$ cat src/rtl/lane_merge_rr_pkg.sv
// Shared constants and helpers for the lane merger and its picker.
package lane_merge_rr_pkg;

    localparam logic MODE_TDM = 1'b0;
    localparam logic MODE_RR  = 1'b1;

    // Ceiling log2; used to size lane indices at elaboration time.
    function automatic int clog2(input int n);
        int r;
        r = 0;
        for (int i = 0; i < 31; i++) begin
            if ((1 << i) < n) r = i + 1;
        end
        return r;
    endfunction

endpackage

$ cat src/rtl/lane_rr_pick.sv
// Rotate-priority picker: first requester at or after ptr, wrapping mod NUM_LANES.
module lane_rr_pick
    import lane_merge_rr_pkg::*;
#(
    parameter  int NUM_LANES = 4,
    localparam int SEL_W     = clog2(NUM_LANES)
) (
    input  logic [NUM_LANES-1:0] req,
    input  logic [SEL_W-1:0]     ptr,
    output logic [SEL_W-1:0]     grant,
    output logic                 any
);

    // Scan farthest-first so the lane closest to ptr overwrites last and wins;
    // NUM_LANES is a power of two, so index arithmetic wraps naturally.
    always_comb begin
        grant = '0;
        any   = |req;
        for (int k = NUM_LANES - 1; k >= 0; k--) begin
            if (req[ptr + SEL_W'(k)]) grant = ptr + SEL_W'(k);
        end
    end

endmodule

$ cat src/rtl/lane_merge_rr.sv
// N-to-1 lane merger with registered output, valid/ready on every port,
// and internally generated lane selection (fixed TDM or work-conserving RR).
module lane_merge_rr
    import lane_merge_rr_pkg::*;
#(
    parameter  int DATA_WIDTH = 8,
    parameter  int NUM_LANES  = 4,
    localparam int SEL_W      = clog2(NUM_LANES)
) (
    input  logic                            clk,
    input  logic                            reset,
    input  logic [NUM_LANES*DATA_WIDTH-1:0] data_in,
    input  logic [NUM_LANES-1:0]            valid_in,
    output logic [NUM_LANES-1:0]            ready_out,
    input  logic                            mode,
    output logic [DATA_WIDTH-1:0]           data_out,
    output logic                            valid_out,
    output logic [SEL_W-1:0]                lane_out,
    input  logic                            ready_in
);

    logic [DATA_WIDTH-1:0] lanes [NUM_LANES];
    logic [SEL_W-1:0]      ptr;
    logic [SEL_W-1:0]      grant;
    logic [SEL_W-1:0]      rr_grant;
    logic                  rr_any;
    logic                  has_grant;
    logic                  slot_free;

    for (genvar i = 0; i < NUM_LANES; i++) begin : g_unpack
        assign lanes[i] = data_in[i*DATA_WIDTH +: DATA_WIDTH];
    end

    lane_rr_pick #(
        .NUM_LANES (NUM_LANES)
    ) u_pick (
        .req   (valid_in),
        .ptr   (ptr),
        .grant (rr_grant),
        .any   (rr_any)
    );

    // The slot is free when the register is empty or its word leaves this cycle,
    // which lets a new word load in the same cycle as an output transfer.
    always_comb begin
        // NOTE: every output gets a default before any branch, so no path infers a latch.
        slot_free = !valid_out || ready_in;
        grant     = ptr;
        has_grant = valid_in[ptr];
        ready_out = '0;
        if (mode == MODE_RR) begin
            grant     = rr_grant;
            has_grant = rr_any;
        end
        if (slot_free && has_grant) ready_out[grant] = 1'b1;
    end

    always_ff @(posedge clk or negedge reset) begin
        // NOTE: state is updated with non-blocking assignments so every register
        // sees pre-edge values regardless of statement order.
        if (!reset) begin
            data_out  <= '0;
            valid_out <= 1'b0;
            lane_out  <= '0;
            ptr       <= '0;
        end else if (slot_free) begin
            if (has_grant) begin
                data_out  <= lanes[grant];
                lane_out  <= grant;
                valid_out <= 1'b1;
            end else begin
                valid_out <= 1'b0;
            end
            // TDM advances on every free slot, bubbles included; RR only moves past a winner.
            if (mode == MODE_TDM) begin
                ptr <= ptr + 1'b1;
            end else if (has_grant) begin
                ptr <= grant + 1'b1;
            end
        end
    end

endmodule

$ cat config.mk
export PLATFORM = sky130hd
export DESIGN_NAME = lane_merge_rr
export DESIGN_NICKNAME = d
export VERILOG_FILES = /design/src/rtl/lane_merge_rr_pkg.sv /design/src/rtl/lane_rr_pick.sv /design/src/rtl/lane_merge_rr.sv
export SDC_FILE = /design/constraint.sdc
export NUM_CORES = 1
export LEC_CHECK = 0
export ABC_AREA = 1
export CORE_MARGIN = 8
export CORE_UTILIZATION = 37
export CTS_CLUSTER_SIZE = 28
export DETAILED_ROUTE_END_ITERATION = 12
export PLACE_DENSITY = 0.7
export SLEW_MARGIN = 10
export SYNTH_ARGS = -nofsm -noshare
export SYNTH_HDL_FRONTEND = slang
export SYNTH_SLANG_ARGS = --single-unit
$ cat constraint.sdc
create_clock -name clk -period 2.2 [get_ports clk]
set_clock_uncertainty 0.2 [all_clocks]
set_input_delay 0.33 -clock clk [delete_from_list [all_inputs] [get_ports clk]]
set_output_delay 0.33 -clock clk [all_outputs]
set_load 0.005 [all_outputs]
=== After elaboration in Yosys (flattened, before gate mapping) ===
Cells that the tools add are included.

* Register bits after elaboration: 13

* Muxes and demuxes: 23
* Equal/unequal tests: 1
* Bitwise logic cells: 1
* Add/sub/neg operators: 4
* $lt $le $gt $ge: 7
* Reduce and logical (&&, ||, !) cells: 7

{| class="wikitable"
|+ Operator list
! operator !! number
|-
| $bmux 8 s2 || 1
|-
| $mux 8 || 2
|-
| $lt 2x3->1 const B || 5
|-
| $mux 2 || 7
|-
| $bmux 1 s2 || 4
|-
| $mux 1 || 7
|-
| $add 2x1->2 const B || 2
|-
| $add 2x2->2 const B || 2
|-
| $mux 4 || 1
|-
| $reduce_and 2->1 || 2
|-
| $reduce_or 4->1 || 1
|-
| $ge 3x3->1 const B || 1
|-
| $not 2->3 || 1
|-
| $demux 1 s2 || 1
|-
| $ge 2x1->1 const B || 1
|-
| $logic_and 1x1->1 || 2
|-
| $ne 2x1->1 const B || 1
|-
| $logic_not 1->1 || 1
|-
| $logic_or 1x1->1 || 1
|}

=== Longest topological paths before layout ===
Gate-level depths: netlist (run 1).

* Depth after elaboration: 13
* Gate-level depth with buffers: 15
* Mapped depth without buffers: 14

=== By module ===
Synthesis (run 1) repeated with hierarchy kept, for this count alone.

* Cells, all modules: 210
* Area total of the unflattened synthesis: 1233.7 um^2

{| class="wikitable"
|+ Modules (own cells, without submodules)
! module !! cells each !! sequential area each (um^2) !! times used !! area an instance (um^2)
|-
| lane_merge_rr || 164 || 325.3 || 1 || 1044.8
|-
| lane_rr_pick || 46 || 0.0 || 1 || 188.9
|}

=== Least setup slack after synthesis (run 1) ===
No wires, ideal clock.

* Path type: register -> output
* Start point: register ptr[0]
* End point: output ready_out[3]
* Buffers on the path: 1
* Arrival time: 1.545 ns
* Required time: 1.670 ns
* Path slack: 0.125 ns
* Stages on the path, launching flop included: 13
* Cells stage by stage: dfrtp_1 -> inv_1 -> nand2_1 -> and2_4 -> nand2_2 -> nand2_2 -> nor2_2 -> nand3_4 -> nand2_2 -> buf_6 -> ha_1 -> inv_1 -> nor2_1

* Word-level cells in the longest chain between the ends: 13
* Elaborated cells on any way between the ends: 24
* Classes of those cells: 3 x add/sub; 2 x order compare; 17 x mux; 2 x reduce/logical

{| class="wikitable"
|+ RTL lines
! element !! line !! source
|-
| start, declared || lane_merge_rr.sv:23 || <nowiki>logic [SEL_W-1:0] ptr;</nowiki>
|-
| start signal, assigned || lane_merge_rr.sv:76 || <nowiki>ptr <= ptr + 1'b1;</nowiki>
|-
| start signal, assigned || lane_merge_rr.sv:78 || <nowiki>ptr <= grant + 1'b1;</nowiki>
|-
| $add 2x2->2 || lane_rr_pick.sv:20 || <nowiki>if (req[ptr + SEL_W'(k)]) grant = ptr + SEL_W'(k);</nowiki>
|-
| $bmux 1 s2 || lane_rr_pick.sv:20 ||
|-
| $mux 1 (implied by the code) || lane_rr_pick.sv:20 ||
|-
| $mux 2 (4 in a row) || lane_rr_pick.sv:20 ||
|-
| $mux 2 || lane_merge_rr.sv:51 || <nowiki>if (mode == MODE_RR) begin</nowiki>
|-
| $lt 2x3->1 (implied by the code) / $ge 2x1->1 (equally long branches) || lane_merge_rr.sv:55 || <nowiki>if (slot_free && has_grant) ready_out[grant] = 1'b1;</nowiki>
|-
| $logic_and 1x1->1 (implied by the code) || lane_merge_rr.sv:55 ||
|-
| $mux 1 (implied by the code) || lane_merge_rr.sv:55 ||
|-
| $demux 1 s2 || lane_merge_rr.sv:55 ||
|-
| $mux 4 (*) || lane_merge_rr.sv:55 ||
|-
| end, declared || lane_merge_rr.sv:14 || <nowiki>output logic [NUM_LANES-1:0] ready_out,</nowiki>
|}

Every way passes the cells marked *; elsewhere a longest branch is shown, timed or not. The select of a mux whose other input is x is not followed.

=== Final worst setup path (run 1) ===
* Start point: register ptr[1]
* End point: output ready_out[3]

Same word-level chain as after synthesis.

==> run summary, run 1 <==
===========================================================================================
Status ....................................................................... finished, violations left
Violations in the final reports .............................................. negative setup slack
Switching power ..............................................................      1.59 mW
Maximum capacitance violations ...............................................            0
Average wire per standard cell ...............................................      13.5 um
Sequential share of the synthesized area .....................................        26.3%
Average vias per placed instance .............................................         4.70
Area contributors post-synth ................................................. sky130_fd_sc_hd__dfrtp_1 (26%), sky130_fd_sc_hd__nand2_1 (26%), sky130_fd_sc_hd__nand3_1 (15%)
Number of nets produced by synthesis .........................................          257
Average size of a mapped cell ................................................    5.72 um^2
Post-layout min period .......................................................      2460 ps
CTS clk-pin slew, worst paths ................................................        80 ps
Worst hold path class ........................................................ primary input to asynchronous set/reset pin
GRT Resource Usage Total .....................................................        15.3%
Reg-to-reg startpoint ........................................................ ptr[0]$_DFFE_PN0P_
Internal power consumption ...................................................      1.77 mW
DRC ..........................................................................            0
Final estimated routing congestion in global placement .......................        0.945
Sequential cell fraction of total power ......................................        13.5%
Count of flip-flops with a built-in enable after synthesis ...................            0
Hold WS ......................................................................       205 ps
Layout overhead on the synthesized area ......................................        89.3%
Flop-to-flop setup slack .....................................................      -130 ps
Category of the critical setup timing path ................................... register to primary output
Measured slew at the worst slew-check pin ....................................       557 ps
Number of antenna violations at the first check in global routing ............            0
Setup total negative slack ...................................................     -1320 ps
CP startpoint kind ...........................................................     register
R2r worst-path depth .........................................................           16
Top cells by instance count after synthesis .................................. sky130_fd_sc_hd__nand2_1 (84), sky130_fd_sc_hd__inv_1 (45), sky130_fd_sc_hd__nand3_1 (38)
Inserted Diodes ..............................................................            0
Initial Utilization ..........................................................        37.6%
H-Tree Level Count ...........................................................            1
Top-level port count .........................................................           55
Number of nets in the layout .................................................          344
Routed vias ..................................................................         1634
Setup ws final ...............................................................      -263 ps
Die boundary height ..........................................................      73.8 um
Unrepaired setup endpoints after global routing ..............................         true
Final worst-path cycle share .................................................         112%
Count of state elements after synthesis ......................................           13
Global-route wire length before repair .......................................      6690 um
Core ar. .....................................................................    3280 um^2
Footprint of the flip-flops and latches ......................................     328 um^2
Area of combinational cells with multiple inputs .............................     877 um^2
Chip Width ...................................................................      73.8 um
Cell Pwr Density ............................................................. 1430 nW/um^2
Number of buffers between clock root and the deepest sink ....................            2
Cell area after technology mapping ...........................................    1240 um^2
Clock tree from TritonCTS ....................................................          yes
Fmax achieved ................................................................      406 MHz
Fraction of final layout cells with drive strength greater than 1 ............        33.8%
Maximum number of pins on one net before global-route repair .................           17
Arrival time at the worst endpoint ...........................................      1930 ps
Nature of the critical path endpoint ......................................... primary output
Combinational Power Share ....................................................        82.1%
Final instance count without filler cells ....................................          348
CTS root buffer .............................................................. sky130_fd_sc_hd__clkbuf_4
Std cell rows ................................................................           21
Relative slew margins ........................................................        62.8%
Synth area leader ............................................................ sky130_fd_sc_hd__dfrtp_1
Number of design-rule violations left by the first detailed-router iteration .          112
Number of buffers inserted during clock tree synthesis .......................            3
Antenna-violating nets left ..................................................            0
CTS hold repair buffers ......................................................            0
TritonCTS sink count .........................................................           13
Area share of the largest cell type after synthesis ..........................        26.3%
WP data required .............................................................      1670 ps
Total half-perimeter wirelength after legalization and detailed placement ....      2900 um
Count of endpoints failing setup in the final report .........................           13
Fraction of power spent switching nets .......................................        47.3%
Number of filler instances in the final layout ...............................          253
Aggregate global routing overflow ............................................            0
Number of placed instances, taps included ....................................          328
Share of power burned in the clock network ...................................         4.5%
First-pass DRT Iterations ....................................................            4
Number of buffers inserted by port buffering .................................           54
Vias in the first global route ...............................................         1478
Count of warnings emitted by yosys ...........................................            0
Final-report hold violation count ............................................            0
Endpoint of the worst register-to-register path .............................. valid_out$_DFFE_PN0P_
Number of pins exceeding their max-slew limit in the final report ............            0
Routed wire length ...........................................................      4680 um
Largest driver fanout on the critical path ...................................            6
Die Outline Area .............................................................    5450 um^2
Largest vdd supply drop ......................................................       648 uV
Post-synthesis cell type count ...............................................           20
Share of async-settable or async-resettable flops after synthesis ............         100%
Share of the core filled with cells in the final layout ......................        71.2%
Worst skew pair latency ......................................................       280 ps
Static Leak ..................................................................      1.29 nW
Count leader, synth .......................................................... sky130_fd_sc_hd__nand2_1
Synth Instances ..............................................................          216
Post-synth top flop .......................................................... sky130_fd_sc_hd__dfrtp_1
===========================================================================================
==> repair_timing <==
item | in CTS | in global routing
gates resized for setup | 56 | 45
buffers inserted | 14 | 2
gates cloned | 0 | 1
pin swaps | 16 | 30
setup endpoints to repair | 4 | 13
==> metal layers <==
| metal | wire length [um] | vias to the layer above | track usage, % |
|---|---|---|---|
| li1 | - | 819 | - |
| met1 | 1910 | 728 | 20.3 |
| met2 | 2340 | 66 | 24.4 |
| met3 | 241 | 21 | 1.77 |
| met4 | 197 | 0 | 5.32 |
| met5 | 0 | - | 0 |
==> power by group through the flow <==
stage	sequential [mW]	clock (mW)	combinational, mW
6_report	0.451	0.150	2.75
5_1_grt	0.467	0.159	2.99
4_1_cts	0.435	0.147	2.25
3_5_place_dp	0.433	0	1.86
3_3_place_gp	0.434	0	1.85
2_1_floorplan	0.434	0	1.16
==> flip-flops by register name, indices dropped and copies added, names as in the netlist <==
| name | flops |
|---|---|
| lane_out | 2 |
| valid_out | 1 |
| ptr | 2 |
| data_out | 8 |
==> kinds of logic (layout without fill, tap and decap cells) <==
kind of cell	count (synthesis)	in the layout	synth area share [%]
flops	13	13	26.3
simple gates	141	141	49.7
fa+ha+maj	1	1	1.01
compound gates	6	6	3.54
buf+inv	55	141	19.4
==> how the worst max path moves through the flow <==
stage | from | to | cells past startpoint
after floorplan | ptr[0]$_DFFE_PN0P_ | ready_out[3] | 12
after global placement | valid_in[3] | ready_out[1] | 11
after detailed placement | valid_in[1] | ready_out[3] | 13
after CTS | ptr[0]$_DFFE_PN0P_ | ready_out[1] | 12
after global routing | ptr[1]$_DFFE_PN0P_ | ready_out[3] | 13
final | ptr[1]$_DFFE_PN0P_ | ready_out[3] | 13
==> layout by cell type, fill, tap and decap left out <==
master / instances
sky130_fd_sc_hd__nand2_1: 55
sky130_fd_sc_hd__clkdlybuf4s50_1: 46
sky130_fd_sc_hd__inv_1: 41
sky130_fd_sc_hd__nand3_1: 31
sky130_fd_sc_hd__nand2_2: 24
sky130_fd_sc_hd__buf_4: 21
sky130_fd_sc_hd__buf_6: 13
sky130_fd_sc_hd__dfrtp_1: 11
sky130_fd_sc_hd__nand2_4: 9
sky130_fd_sc_hd__nand3_2: 7
sky130_fd_sc_hd__inv_2: 5
sky130_fd_sc_hd__nor2_1: 5
sky130_fd_sc_hd__nor2_4: 4
sky130_fd_sc_hd__buf_2: 4
sky130_fd_sc_hd__clkbuf_4: 3
sky130_fd_sc_hd__o21ai_4: 2
sky130_fd_sc_hd__nor2_2: 2
sky130_fd_sc_hd__o21ai_0: 2
sky130_fd_sc_hd__dlygate4sd2_1: 2
sky130_fd_sc_hd__dlymetal6s2s_1: 2
sky130_fd_sc_hd__dfrtp_2: 2
sky130_fd_sc_hd__inv_4: 1
sky130_fd_sc_hd__and3_1: 1
sky130_fd_sc_hd__and2_4: 1
sky130_fd_sc_hd__o21ai_1: 1
sky130_fd_sc_hd__nor3_1: 1
sky130_fd_sc_hd__nand3_4: 1
sky130_fd_sc_hd__o31ai_1: 1
sky130_fd_sc_hd__ha_4: 1
sky130_fd_sc_hd__clkbuf_1: 1
sky130_fd_sc_hd__clkbuf_16: 1
sky130_fd_sc_hd__buf_12: 1
==> final cells by class <==
type                    instances  share of cell area, %
well taps                      46                   2.46
repair buffers                 90                   37.3
multi-input cells             148                   37.5
inverters                      47                   7.65
flip-flops and latches         13                   14.0
clock buffers                   4                   1.12
==> stage by stage <==
step	cell area, um^2	setup WS, ps	power [mW]
finish	2340	-263	3.36
global placement	1920	-635	2.28
CTS	2150	-182	2.83
detailed placement	1920	-692	2.29
global route	2340	-329	3.61
floorplan	1240	125	1.60
==> critical path, stage by stage, from the launching register on <==
cell                      delay, ps
sky130_fd_sc_hd__dfrtp_2        480
sky130_fd_sc_hd__inv_2          120
sky130_fd_sc_hd__nand2_1         80
sky130_fd_sc_hd__nand2_2        100
sky130_fd_sc_hd__nand2_2         80
sky130_fd_sc_hd__nand2_1         80
sky130_fd_sc_hd__nand3_1         80
sky130_fd_sc_hd__nand2_1         80
sky130_fd_sc_hd__nand2_2         60
sky130_fd_sc_hd__inv_2          100
sky130_fd_sc_hd__ha_4           150
sky130_fd_sc_hd__inv_2           40
sky130_fd_sc_hd__nor2_2          80
sky130_fd_sc_hd__buf_2          120
Power figures use the tool's default switching activity.
==> run 2, diff against run 1 <==
--- a/config.mk
+++ b/config.mk
@@ -10,7 +10,7 @@
 export CORE_UTILIZATION = 37
 export CTS_CLUSTER_SIZE = 28
 export DETAILED_ROUTE_END_ITERATION = 12
-export PLACE_DENSITY = 0.7
+export DONT_BUFFER_PORTS = 1
 export SLEW_MARGIN = 10
 export SYNTH_ARGS = -nofsm -noshare
 export SYNTH_HDL_FRONTEND = slang
==> run 2 against run 1 <==
The run still ends with negative setup slack left. Largest power group unchanged. Register-to-register slack better by 230 ps. Combinational power is 35% lower. Routed wire length shrank 25%. Non-clock buffer count fell by 73. Power is 29% lower. Count of clock-buffer cells in the layout stayed put. Cell count is 21% lower. Utilization shrank 25 points. Sequential power up 4%. First-iteration DRC count is 63% lower. Setup slack better by 140 ps. Hold slack got worse by 150 ps.
==> run summary, run 2 (synthesized netlist as in run 1, its figures left out) <==
===========================================================================================
Status ....................................................................... finished, violations left
Violations in the final reports .............................................. negative setup slack
Chip Width ...................................................................      73.8 um
Number of buffers between clock root and the deepest sink ....................            2
Nature of the critical path endpoint ......................................... primary output
Number of buffers inserted during clock tree synthesis .......................            3
Number of pins exceeding their max-slew limit in the final report ............            0
Core ar. .....................................................................    3280 um^2
Flop-to-flop setup slack .....................................................       100 ps
Number of flip-flops in the largest register .................................            8
Fraction of final layout cells with drive strength greater than 1 ............        24.9%
Aggregate global routing overflow ............................................            0
Number of nets in the layout .................................................          271
DRC ..........................................................................            0
Cell Pwr Density ............................................................. 1570 nW/um^2
Average wire per standard cell ...............................................      12.7 um
Endpoint of the worst register-to-register path .............................. data_out[4]$_DFFE_PN0P_
Std cell rows ................................................................           21
Final instance count without filler cells ....................................          275
Hold WS ......................................................................      52.4 ps
Final worst-path cycle share .................................................         106%
Inserted Diodes ..............................................................            0
Maximum capacitance violations ...............................................            0
Clock tree from TritonCTS ....................................................          yes
Reg with most FFs ............................................................     data_out
Maximum number of pins on one net before global-route repair .................           17
Measured slew at the worst slew-check pin ....................................       576 ps
WP data required .............................................................      1670 ps
Setup ws final ...............................................................      -126 ps
Commonest non-fill, non-tap cell in the layout ............................... sky130_fd_sc_hd__nand2_1
Antenna-violating nets left ..................................................            0
CTS root buffer .............................................................. sky130_fd_sc_hd__clkbuf_4
Number of placed instances, taps included ....................................          264
Count of endpoints failing setup in the final report .........................            4
Total half-perimeter wirelength after legalization and detailed placement ....      2670 um
Initial Utilization ..........................................................        37.6%
Relative slew margins ........................................................        61.5%
Number of buffers inserted by port buffering .................................            0
Critical Path Source ......................................................... ptr[0]$_DFFE_PN0P_
Die Outline Area .............................................................    5450 um^2
Number of antenna violations at the first check in global routing ............            0
Routed vias ..................................................................         1256
Post-Place Worst Slack .......................................................      79.7 ps
GRT Resource Usage Total .....................................................        13.2%
Global-route wire length before repair .......................................      5770 um
Registers with the most flip-flops ........................................... data_out: 8 flops, lane_out: 2 flops, ptr: 2 flops
Vias in the first global route ...............................................         1299
Top-level port count .........................................................           55
Static Leak ..................................................................     0.893 nW
Fmax achieved ................................................................      430 MHz
Arrival time at the worst endpoint ...........................................      1800 ps
Largest driver fanout on the critical path ...................................            7
Final estimated routing congestion in global placement .......................        0.849
Average vias per placed instance .............................................         4.57
First-pass DRT Iterations ....................................................            6
R2r worst-path depth .........................................................           14
Reg-to-reg startpoint ........................................................ ptr[0]$_DFFE_PN0P_
CTS clk-pin slew, worst paths ................................................        80 ps
TritonCTS sink count .........................................................           13
H-Tree Level Count ...........................................................            1
Post-layout min period .......................................................      2330 ps
Number of design-rule violations left by the first detailed-router iteration .           42
Routed wire length ...........................................................      3500 um
Most used cells in the layout excluding fill and tap cells ................... sky130_fd_sc_hd__nand2_1 (72), sky130_fd_sc_hd__inv_1 (41), sky130_fd_sc_hd__nand3_1 (35)
Category of the critical setup timing path ................................... register to primary output
Capturing instance or port of the critical path .............................. ready_out[3]
Die boundary height ..........................................................      73.8 um
Worst hold path class ........................................................ primary input to register
Unrepaired setup endpoints after global routing ..............................         true
Final-report hold violation count ............................................            0
Layout overhead on the synthesized area ......................................        23.5%
CP startpoint kind ...........................................................     register
Largest vdd supply drop ......................................................       483 uV
Worst skew pair latency ......................................................       270 ps
===========================================================================================
==> run 2: changes by cell type in the layout (fill, tap and decap cells not counted), moves of 4 or more <==
cell,before,now
sky130_fd_sc_hd__nand2_1,55,72
sky130_fd_sc_hd__buf_6,13,0
sky130_fd_sc_hd__nand3_2,7,3
sky130_fd_sc_hd__nand3_1,31,35
sky130_fd_sc_hd__clkdlybuf4s50_1,46,0
sky130_fd_sc_hd__nand2_4,9,3
sky130_fd_sc_hd__buf_2,4,0
sky130_fd_sc_hd__nand2_2,24,13
sky130_fd_sc_hd__buf_4,21,14
==> run 2: per-layer routing <==
metal	up-vias	GRT usage, %	share of wire (%)	wire (um)
met1	555	17.8	48	1700
met3	0	2.05	4.2	146
met5	-	0	0	0
met2	29	20.6	47	1660
met4	0	4.66	0	0
li1	672	-	-	-
==> run 2: worst min path at each step <==
| stage | startpoint | to | slack (ps) | depth (start not counted) |
|---|---|---|---|---|
| 6_report | ready_in | valid_out$_DFFE_PN0P_ | 50 | 3 |
| 5_1_grt | ready_in | valid_out$_DFFE_PN0P_ | 70 | 3 |
| 4_1_cts | ready_in | valid_out$_DFFE_PN0P_ | 40 | 3 |
| 3_5_place_dp | reset | valid_out$_DFFE_PN0P_ | -170 | 0 |
| 3_3_place_gp | reset | valid_out$_DFFE_PN0P_ | -170 | 0 |
| 2_1_floorplan | reset | data_out[0]$_DFFE_PN0P_ | -170 | 0 |
==> run 2: stage by stage <==
step / total power, mW / setup TNS [ps] / utilization [%] / cell area [um^2]
finish: 2.40 / -362 / 46.5 / 1530
global route: 2.65 / -954 / 46.5 / 1530
floorplan: 1.60 / 0 / - / 1240
detailed placement: 1.92 / 0 / 40.1 / 1320
CTS: 2.33 / -476 / 45.6 / 1500
global placement: 1.91 / 0 / 40.1 / 1320
==> run 2: layout make-up <==
type                       instances  area (um^2)
fill                             353         1760
multi-input combinational        148          792
sequential                        13          327
inverter                          47          179
timing repair buffer              17          145
tap                               46         57.6
clock buffer                       4         26.3
==> run 2: repair_timing <==
action / CTS / global route
hold buffers: 2 / 0
gates cloned: 0 / 0
pin swaps: 16 / 12
resized for setup: 30 / 9
buffers inserted: 5 / 2
setup endpoints to repair: 4 / 13
endpoints found under the hold margin: 14 / 0
==> run 2: worst max-delay path: stages (launching register included) <==
cell                      delay [ps]
sky130_fd_sc_hd__dfrtp_1         430
sky130_fd_sc_hd__buf_12          150
sky130_fd_sc_hd__nand2_2          80
sky130_fd_sc_hd__nand3_2         100
sky130_fd_sc_hd__nand2_2          90
sky130_fd_sc_hd__nand3_1          90
sky130_fd_sc_hd__nand2_2         100
sky130_fd_sc_hd__nand3_4          90
sky130_fd_sc_hd__nand2_4         110
sky130_fd_sc_hd__ha_4            140
sky130_fd_sc_hd__inv_2            40
sky130_fd_sc_hd__nor2_4          100
==> run 2: where the power goes <==
group	internal [mW]	switching (mW)	leakage [nW]
Combinational	0.697	1.08	0.722
Sequential	0.360	0.111	0.156
Clock	0.0702	0.0778	0.0150
==> run 3, diff against run 2 <==
--- a/config.mk
+++ b/config.mk
@@ -11,6 +11,7 @@
 export CTS_CLUSTER_SIZE = 28
 export DETAILED_ROUTE_END_ITERATION = 12
 export DONT_BUFFER_PORTS = 1
+export PLACE_DENSITY = 0.5
 export SLEW_MARGIN = 10
 export SYNTH_ARGS = -nofsm -noshare
 export SYNTH_HDL_FRONTEND = slang
==> run 3 against run 2 <==
The flow still finishes with violations (negative setup slack). Register-to-register slack got worse by 100 ps. Maximum frequency rose by 2.6%. Routed wire length increased by 6.9%. Critical path depth shrank 1. Design area grew 4.2%. First-iteration DRC count down 24%. Non-clock buffer count is 1 higher. Global-route usage increased by 0.57 points. Power rose by 9.4%. Die area unchanged. Largest cell class unchanged. Largest power group unchanged. Highest routed layer is now met4.
==> run summary, run 3 (synthesized netlist as in run 1, its figures left out) <==
===========================================================================================
Status ....................................................................... finished, violations left
Violations in the final reports .............................................. negative setup slack
Nature of the critical path endpoint ......................................... primary output
CTS clk-pin slew, worst paths ................................................        70 ps
Total half-perimeter wirelength after legalization and detailed placement ....      2700 um
Crit-path cells .............................................................. inv_4, nand2_1, nand3_1, nand2_4, o21ai_2, nor2_2, inv_2, nor2_2, inv_1, nor2_2
Largest driver fanout on the critical path ...................................            6
Antenna-violating nets left ..................................................            0
Slowest CP cell .............................................................. sky130_fd_sc_hd__dfrtp_2
Std cell rows ................................................................           21
Worst path most repeated cell ................................................ sky130_fd_sc_hd__nor2_2
Count of endpoints failing setup in the final report .........................            4
Routed vias ..................................................................         1316
R2r worst-path depth .........................................................           17
Category of the critical setup timing path ................................... register to primary output
Number of design-rule violations left by the first detailed-router iteration .           32
Static Leak ..................................................................     0.921 nW
Final standard cell area without fillers .....................................    1590 um^2
Number of pins exceeding their max-slew limit in the final report ............            0
Number of buffers inserted by port buffering .................................            0
Layout overhead on the synthesized area ......................................        28.6%
Die boundary height ..........................................................      73.8 um
Hold Path Cell Cnt ...........................................................            3
Vias in the first global route ...............................................         1406
Cell family contributing the most delay on the critical path ................. simple AND/OR/NAND/NOR gates
Post-layout min period .......................................................      2270 ps
Average vias per placed instance .............................................         4.77
WP data required .............................................................      1670 ps
TritonCTS sink count .........................................................           13
Routed wire length ...........................................................      3740 um
Final-report hold violation count ............................................            0
Endpoint, Worst Hold ......................................................... valid_out$_DFFE_PN0P_
Delay contributed by the slowest stage of the critical path ..................       450 ps
Average wire per standard cell ...............................................      13.6 um
Die Outline Area .............................................................    5450 um^2
Start point of the worst hold path ...........................................     ready_in
Chip Width ...................................................................      73.8 um
Setup total negative slack ...................................................      -219 ps
Most used cells in the layout excluding fill and tap cells ................... sky130_fd_sc_hd__nand2_1 (66), sky130_fd_sc_hd__inv_1 (42), sky130_fd_sc_hd__nand3_1 (33)
Fraction of final layout cells with drive strength greater than 1 ............        28.3%
Worst hold path class ........................................................ primary input to register
Number of buffers inserted during clock tree synthesis .......................            3
First-pass DRT Iterations ....................................................            4
Reg-to-reg startpoint ........................................................ ptr[0]$_DFFE_PN0P_
H-Tree Level Count ...........................................................            1
Largest vdd supply drop ......................................................       460 uV
Clock tree from TritonCTS ....................................................          yes
Cell Pwr Density ............................................................. 1650 nW/um^2
Maximum capacitance violations ...............................................            0
CTS root buffer .............................................................. sky130_fd_sc_hd__clkbuf_4
Final estimated routing congestion in global placement .......................        0.821
Aggregate global routing overflow ............................................            0
Endpoint of the worst register-to-register path .............................. data_out[5]$_DFFE_PN0P_
Worst skew pair latency ......................................................       270 ps
Initial Utilization ..........................................................        37.6%
Flop-to-flop setup slack .....................................................         0 ps
Number of nets in the layout .................................................          272
Reg with most FFs ............................................................     data_out
Arrival time at the worst endpoint ...........................................      1740 ps
DRC ..........................................................................            0
Fmax achieved ................................................................      441 MHz
Number of filler instances in the final layout ...............................          369
Buffering stage count on the worst path with inverters included ..............            3
Registers with the most flip-flops ........................................... data_out: 8 flops, lane_out: 2 flops, ptr: 2 flops
GRT Resource Usage Total .....................................................        13.8%
Inserted Diodes ..............................................................            0
Unrepaired setup endpoints after global routing ..............................         true
Post-DP Area .................................................................    1290 um^2
Total Power Consumption ......................................................      2.62 mW
Number of antenna violations at the first check in global routing ............            0
Final worst-path cycle share .................................................         103%
Number of buffers between clock root and the deepest sink ....................            2
Share of the core filled with cells in the final layout ......................        48.4%
Final instance count without filler cells ....................................          276
Core ar. .....................................................................    3280 um^2
Maximum number of pins on one net before global-route repair .................           17
Number of placed instances, taps included ....................................          262
CP startpoint kind ...........................................................     register
Top-level port count .........................................................           55
Commonest non-fill, non-tap cell in the layout ............................... sky130_fd_sc_hd__nand2_1
Number of flip-flops in the largest register .................................            8
Relative slew margins ........................................................        61.6%
Measured slew at the worst slew-check pin ....................................       573 ps
Global-route wire length before repair .......................................      6000 um
Setup ws final ...............................................................     -67.0 ps
===========================================================================================
-- run 3: area by class of cell --
cell class / instances / area [um^2] / area share (%)
inverters: 47 / 184 / 11.6
well taps: 46 / 57.6 / 3.62
multi-input cells: 148 / 810 / 50.9
flip-flops and latches: 13 / 328 / 20.6
clock buffers: 4 / 26.3 / 1.65
repair buffers: 18 / 185 / 11.6
-- run 3: worst max-delay path by stage --
stage / start / end / depth (start not counted)
floorplan: ptr[0]$_DFFE_PN0P_ / ready_out[3] / 12
global placement: ptr[0]$_DFFE_PN0P_ / ready_out[3] / 11
detailed placement: ptr[0]$_DFFE_PN0P_ / ready_out[3] / 11
CTS: ptr[0]$_DFFE_PN0P_ / ready_out[3] / 11
global route: ptr[0]$_DFFE_PN0P_ / ready_out[0] / 9
finish: ptr[0]$_DFFE_PN0P_ / ready_out[2] / 10
-- run 3: worst register-to-register path, delay by kind of cell, from the launching register on --
kind | cells | cell delay (ps)
buffers and inverters | 4 | 570
DFF | 1 | 470
and+or+nand+nor | 13 | 900
-- run 3: power breakdown --
group / total, mW / internal (mW) / switching, mW
combinational: 1.99 / 0.848 / 1.15
sequential: 0.486 / 0.361 / 0.125
clock: 0.143 / 0.0701 / 0.0724
-- run 3: repair_timing --
| action | CTS | global route |
|---|---|---|
| gates cloned | 0 | 1 |
| gates resized for setup | 31 | 23 |
| hold buffers | 2 | 0 |
| endpoints found under the setup margin | 4 | 12 |
| hold endpoints to repair | 14 | 0 |
| pin swaps | 8 | 10 |
| buffers inserted | 4 | 3 |
-- run 3: metal layers --
metal	global-route usage, %	routed length [um]	vias up
li1	-	-	676
met5	0	0	-
met3	4.37	335	6
met4	5.32	72	0
met2	22.0	1730	50
met1	16.6	1610	584
-- run 3: metrics by stage --
stage / hold WS [ps] / setup WS [ps]
floorplan: -166 / 125
CTS: 56.3 / -65.1
finish: 64.3 / -67.0
detailed placement: -165 / 40.3
global route: 91.2 / -195
global placement: -165 / 96.6
